## config.mk

```make
export PLATFORM = sky130hd
export DESIGN_NAME = hwpe_ctrl_job_dispatcher
export DESIGN_NICKNAME = d
export VERILOG_FILES = /design/src/rtl/hwpe_ctrl_job_dispatcher.sv
export SDC_FILE = /design/constraint.sdc
export NUM_CORES = 1
export LEC_CHECK = 0
export BUFFER_PORTS_ARGS = -buffer_cell sky130_fd_sc_hd__buf_2
export CAP_MARGIN = 10
export CORE_MARGIN = 1.5
export CORE_UTILIZATION = 45
export CTS_CLUSTER_DIAMETER = 30
export CTS_CLUSTER_SIZE = 25
export DETAILED_ROUTE_END_ITERATION = 7
export PLACE_DENSITY_LB_ADDON = 0.08
export SYNTH_ARGS = -nofsm -noshare
export SYNTH_HDL_FRONTEND = slang
export SYNTH_SLANG_ARGS = --single-unit
```

## constraint.sdc

```tcl
create_clock -name clk_i -period 2.74 [get_ports clk_i]
set_clock_uncertainty 0.05 [all_clocks]
set_input_delay 0.822 -clock clk_i [delete_from_list [all_inputs] [get_ports clk_i]]
set_output_delay 0.822 -clock clk_i [all_outputs]
set_load 0.05 [all_outputs]
```

## src/rtl/hwpe_ctrl_job_dispatcher.sv

```systemverilog
`default_nettype none
// ==== hwpe_ctrl_job_dispatcher == rev 1.0 ====================================
// Multi-core, multi-context HWPE job queue with owner-checked commits and per-core event routing.
module hwpe_ctrl_job_dispatcher #(
  parameter int N_CORES      = 8,
  parameter int N_CONTEXT    = 4,
  parameter int N_EVT        = 2,
  parameter int ID_WIDTH     = 16,
  parameter int DataWidth    = 32,
  parameter int CLEAR_CYCLES = 2
) (
  input  logic                         clk_i,
  input  logic                         rst_ni,
  input  logic                         cfg_req_i,
  output logic                         cfg_gnt_o,
  input  logic [31:0]                  cfg_add_i,
  input  logic                         cfg_wen_i,
  input  logic [DataWidth/8-1:0]       cfg_be_i,
  input  logic [DataWidth-1:0]         cfg_data_i,
  input  logic [ID_WIDTH-1:0]          cfg_id_i,
  output logic [DataWidth-1:0]         cfg_r_data_o,
  output logic                         cfg_r_valid_o,
  output logic [ID_WIDTH-1:0]          cfg_r_id_o,
  output logic                         start_o,
  output logic                         busy_o,
  output logic [$clog2(N_CONTEXT)-1:0] context_o,
  input  logic                         done_i,
  input  logic [N_EVT-2:0]             evt_i,
  output logic [N_CORES*N_EVT-1:0]     evt_o,
  output logic                         clear_o
);

  localparam int CW  = $clog2(N_CONTEXT);
  localparam int CIW = $clog2(N_CORES);
  localparam int PW  = CW + 1;

  typedef enum logic [1:0] {
    IDLE     = 2'd0,
    STARTING = 2'd1,
    RUN      = 2'd2
  } state_e;

  state_e           state;
  logic [CW-1:0]    head, tail;
  logic [PW-1:0]    pending, pending_nxt;
  logic             critical, triggered, triggered_nxt;
  logic [CIW-1:0]   owner, req_core, cur_core;
  logic [CIW-1:0]   slot_core [N_CONTEXT];
  logic [15:0]      finished;
  logic [N_CORES-1:0] mask;
  logic [3:0]       clr_cnt;

  logic             granted, wr, rd, acq_ok, commit_ok, done_acc, softclr, hold;
  logic [2:0]       word;
  logic [DataWidth-1:0] rdata;
  logic [N_CORES*N_EVT-1:0] evt_nxt;
  logic             unused_ok;

  assign unused_ok = ^{cfg_be_i, cfg_add_i[31:5], cfg_add_i[1:0], cfg_id_i};

  assign clear_o   = (clr_cnt != 4'd0);
  assign cfg_gnt_o = ~clear_o;
  assign granted   = cfg_req_i & cfg_gnt_o;
  assign word      = cfg_add_i[4:2];
  assign wr        = granted & ~cfg_wen_i;
  assign rd        = granted & cfg_wen_i;
  assign context_o = head;
  assign cur_core  = slot_core[head];

  // Lowest set bit of the one-hot ID names the requesting core
  always_comb begin
    req_core = '0;
    for (int i = N_CORES - 1; i >= 0; i--) begin
      if (cfg_id_i[i]) req_core = CIW'(i);
    end
  end

  assign acq_ok    = rd && (word == 3'd1) && !critical && (pending < PW'(N_CONTEXT));
  assign commit_ok = wr && (word == 3'd0) && critical && (req_core == owner);
  assign done_acc  = (state == RUN) && done_i;
  assign softclr   = wr && (word == 3'd5);
  assign hold      = clear_o | softclr;

  // A commit and a completion in the same cycle cancel out on the pending count
  always_comb begin
    pending_nxt = pending;
    case ({commit_ok, done_acc})
      2'b10:   pending_nxt = pending + PW'(1);
      2'b01:   pending_nxt = pending - PW'(1);
      default: pending_nxt = pending;
    endcase
    triggered_nxt = triggered;
    if (done_acc && (pending_nxt == '0)) triggered_nxt = 1'b0;
    if (commit_ok && (cfg_data_i == '0)) triggered_nxt = 1'b1;
  end

  always_comb begin
    rdata = '0;
    case (word)
      3'd1: begin
        if (acq_ok) rdata[CW-1:0] = tail;
        else        rdata = '1;
      end
      3'd2:    rdata[15:0] = finished;
      3'd3:    rdata[11:0] = {8'(pending), triggered, critical, state};
      3'd4:    rdata[N_CORES-1:0] = mask;
      default: rdata = '0;
    endcase
  end

  always_comb begin
    evt_nxt = '0;
    for (int c = 0; c < N_CORES; c++) begin
      if ((cur_core == CIW'(c)) && !mask[c]) begin
        evt_nxt[c*N_EVT] = done_acc;
        if (state != IDLE) evt_nxt[c*N_EVT+1 +: N_EVT-1] = evt_i;
      end
    end
  end

  always_ff @(posedge clk_i or negedge rst_ni) begin
    if (!rst_ni) begin
      state         <= IDLE;
      start_o       <= 1'b0;
      busy_o        <= 1'b0;
      head          <= '0;
      tail          <= '0;
      pending       <= '0;
      critical      <= 1'b0;
      triggered     <= 1'b0;
      owner         <= '0;
      finished      <= '0;
      mask          <= '0;
      clr_cnt       <= '0;
      evt_o         <= '0;
      cfg_r_valid_o <= 1'b0;
      cfg_r_id_o    <= '0;
      cfg_r_data_o  <= '0;
      for (int s = 0; s < N_CONTEXT; s++) slot_core[s] <= '0;
    end else begin
      cfg_r_valid_o <= granted;
      cfg_r_id_o    <= granted ? cfg_id_i : '0;
      cfg_r_data_o  <= rd ? rdata : '0;

      if (softclr)         clr_cnt <= 4'(CLEAR_CYCLES);
      else if (clear_o)    clr_cnt <= clr_cnt - 4'd1;

      if (softclr && (cfg_data_i == '0))  mask <= '0;
      else if (wr && (word == 3'd4))      mask <= cfg_data_i[N_CORES-1:0];

      if (hold) begin
        state     <= IDLE;
        start_o   <= 1'b0;
        busy_o    <= 1'b0;
        head      <= '0;
        tail      <= '0;
        pending   <= '0;
        critical  <= 1'b0;
        triggered <= 1'b0;
        owner     <= '0;
        finished  <= '0;
        evt_o     <= '0;
      end else begin
        start_o   <= 1'b0;
        evt_o     <= evt_nxt;
        pending   <= pending_nxt;
        triggered <= triggered_nxt;
        if (acq_ok) begin
          critical <= 1'b1;
          owner    <= req_core;
        end
        if (commit_ok) begin
          slot_core[tail] <= owner;
          tail            <= tail + CW'(1);
          critical        <= 1'b0;
        end
        if (done_acc) begin
          head     <= head + CW'(1);
          finished <= finished + 16'd1;
        end
        // Look at next-cycle queue state so a triggering commit starts without an idle bubble
        case (state)
          IDLE: begin
            if ((pending_nxt != '0) && triggered_nxt) begin
              state  <= STARTING;
              busy_o <= 1'b1;
            end
          end
          STARTING: begin
            state   <= RUN;
            start_o <= 1'b1;
          end
          RUN: begin
            if (done_i) begin
              state  <= IDLE;
              busy_o <= 1'b0;
            end
          end
          default: begin
            state  <= IDLE;
            busy_o <= 1'b0;
          end
        endcase
      end
    end
  end

endmodule
`default_nettype wire

```

==> results.json <==
{
  "dieArea_mm2": 0.0114,
  "ys_seq_area_share_pct": 54.6,
  "finalNonFillerCells": 750,
  "hold_viol_final": 0,
  "ys_ff_latch": 106,
  "rows": 37,
  "die_w_um": 107,
  "drc": 0,
  "pin_count": 161,
  "critPathSlowestCell": "or4_4",
  "critical_path_buf_inv_count": 2,
  "clk_pin_slew_ns": 0.09,
  "worstPathArrival_ns": 3.48,
  "syn_area_mm2": 0.00486,
  "cp.required_ns": 2.98,
  "critPathKind": "in -> reg",
  "hold_ws_ns": 0.327,
  "maxSlewHeadroom_pct": 71.0,
  "power_w": 0.00340,
  "cts_max_level": 3,
  "fin_nets": 709,
  "drt-vias-per-instance": 5.04,
  "gp_congestion": 0.835,
  "root_buffer": "clkbuf_8",
  "synthArstFlopShare_pct": 100,
  "status": "finished, violations left",
  "cts_tree": "done",
  "synth_fp_nets": 558,
  "antenna_found_initial": 0,
  "path_delay_family": "simple AND/OR/NAND/NOR gates",
  "clk_latency_ns": 0.36,
  "cp_max_fo": 3,
  "die_y_um": 107,
  "synth_edf_count": 0,
  "avgRoutedWirePerCell_um": 15.3,
  "p_leak_nw": 3.10,
  "cts_buffer_depth": 2,
  "syn_inst": 459,
  "grt_max_degree": 51,
  "power_density_mw_per_mm2": 557,
  "max_freq_mhz": 309,
  "rsz0062_at_grt": "true",
  "violations": "setup timing",
  "synthFlopType": "dfrtp_1",
  "via_count": 3780,
  "hpwl_um": 8810,
  "tightest_slew_ns": 0.431,
  "critPathMaxStageDelay_ns": 0.53,
  "crit_chain": "buf_6 -> or4_4 -> or3_4 -> and4_4 -> nand3_4 -> ha_4 -> inv_2 -> fa_2 -> xnor2_2 -> xnor2_1 -> a31oi_1 -> nand2_1 -> o21ai_1 -> a21boi_2",
  "initial_utilization_pct": 46.7,
  "place_inst": 730,
  "portBuffers": 127,
  "period_share_pct": 118,
  "cts.sinks": 106,
  "drt_pass1_iterations": 4,
  "ant_nets": 0,
  "grt_overflow": 0,
  "grt_use_total_pct": 21.0,
  "max-cap-violations": 0,
  "finalCriticalPeriod_ns": 3.24,
  "hold_class": "in -> async",
  "critPathLaunchType": "primary input",
  "setup_viol_count_final": 5,
  "cts_made_buffers": 9,
  "maxSlewViolCount": 0,
  "wl_um": 11500,
  "grt_pass1_wl_um": 18300,
  "drtIter0Drc": 116,
  "final.setup.worst_slack_ns": -0.500,
  "irDropWorstVdd_v": 0.000281,
  "core_mm2": 0.0104,
  "netlist-cell-type-count": 53,
  "diodes": 0,
  "syn_avg_cell_area_um2": 10.6,
  "dp_slack_ns": -0.879,
  "layout-drive-gt1-share_pct": 36.3,
  "cp-end-kind": "flip-flop",
  "ys_warn_count": 0,
  "grt_pass1_vias": 3696,
  "syn2layout_area_growth_pct": 25.8
}
==> flip-flops by register name, indices dropped and copies added (netlist names) <==
register       cells
cfg_r_data_o      17
busy_o             1
evt_o             16
critical           1
context_o          2
start_o            1
clr_cnt            4
slot_core         12
finished          16
owner              3
triggered          1
pending            3
mask               8
tail               2
cfg_r_id_o        16
state              2
cfg_r_valid_o      1
==> Yosys cell counts (all sizes together) (3+ instances only) <==
master	number	share of area, %
dfrtp	106	55
nor2	60	4.6
nand2	40	3.1
a21oi	34	3.5
buf	20	2.8
and2	19	2.4
inv	14	1.1
mux2	12	2.8
o21ai	11	1.1
xnor2	11	2.0
a21o	10	1.5
clkbuf	10	0.77
nand3	9	0.93
nor4	9	1.2
or3	9	1.2
ha	8	2.1
mux2i	8	1.6
xor2	7	1.3
nor3	6	0.62
and3	5	0.64
nand4	5	0.64
nor2b	5	0.64
a22oi	3	0.46
and4	3	0.57
mux4	3	1.4
nor3b	3	0.69
==> stage by stage <==
stage | TNS [ns] | utilization (%) | cell area, um^2
after detailed placement | -5.44 | 56.3 | 5860
after global routing | -2.01 | 58.7 | 6120
after CTS | -1.50 | 58.4 | 6080
after floorplan | -3.11 | - | 4920
final | -1.59 | 58.7 | 6120
after global placement | -4.97 | 56.3 | 5860
==> worst reg2reg max path, delay by kind of cell (launching register included) <==
| kind | cells | cell delay, ns |
|---|---|---|
| AND/OR/NAND/NOR | 7 | 1.09 |
| adder cells (fa/ha/maj) | 3 | 0.77 |
| AO/OA/AOI/OAI | 3 | 0.48 |
| flip-flops | 1 | 0.40 |
| buffers and inverters | 2 | 0.14 |
==> final timing paths <==
path / from / to / slack, ns / cells after the start
worst max-delay path: cfg_id_i[0] / busy_o / -0.50 / 14
worst min-delay path: rst_ni / evt_o[15] / 0.33 / 1
worst max register to register: clr_cnt[1] / busy_o / -0.26 / 15
worst min register to register: slot_core[0] / slot_core[0] / 0.46 / 1
max in group asynchronous: rst_ni / slot_core[8] / 1.60 / 2
min in group clk_i: slot_core[0] / slot_core[0] / 0.46 / 1
==> layout make-up <==
cell class,instances,area [um^2]
fill,901,4300
sequential,106,2650
tap,136,170
inverter,14,52.6
timing repair buffer,170,998
clock buffer,11,141
multi-input combinational,309,2050
clock inverter,4,51.3
==> per-layer routing <==
layer / GRT usage, % / routed length [um] / part of all wire, % / vias to the layer above
met5: 0 / 0 / 0 / -
met4: 7.52 / 128 / 1.1 / 0
met3: 2.98 / 633 / 5.5 / 10
met2: 34.2 / 5400 / 47 / 113
met1: 28.8 / 5330 / 46 / 1792
li1: - / - / - / 1865
==> where the power goes <==
group          switching (W)  internal [W]  leakage, nW
logic               0.000446      0.000275         1.53
registers          0.0000713       0.00166         1.47
clock network       0.000506      0.000445       0.0958
total                0.00102       0.00238         3.10
==> timing repair <==
| item | CTS | global route |
|---|---|---|
| hold buffers | 0 | 0 |
| setup endpoints to repair | 5 | 14 |
| gates cloned | 0 | 0 |
| endpoints found under the hold margin | 0 | 0 |
| pin swaps | 2 | 4 |
| buffers inserted | 2 | 3 |
| resized for setup | 3 | 5 |
==> cell usage in the layout (no fill, tap or decap), types with 3 or more instances in the layout <==
cell      synthesis  routed
buf_2             2     124
dfrtp_1         106     106
nor2_1           60      60
buf_4            15      42
nand2_1          39      35
a21oi_1          34      34
and2_1           18      18
inv_1            14      12
mux2_2           12      12
a21o_1           10      10
xnor2_1          11      10
clkbuf_8          0      10
nor4_1            9       9
o21ai_0          11       9
nand3_1           9       8
mux2i_1           8       8
xor2_1            7       7
ha_1              8       7
nor3_1            6       6
or3_1             6       6
nand2_2           1       5
nand4_1           5       5
and3_1            5       5
nor2b_1           5       4
mux4_2            3       3
a22oi_1           3       3
==> cells by family after synthesis <==
family / synth area share, %
xor+xnor: 3.24
buf+inv: 4.61
compound gates: 9.09
fa+ha+maj: 2.47
mux: 5.82
simple gates: 20.2
flops: 54.6
(Power assumes the default switching activity.)
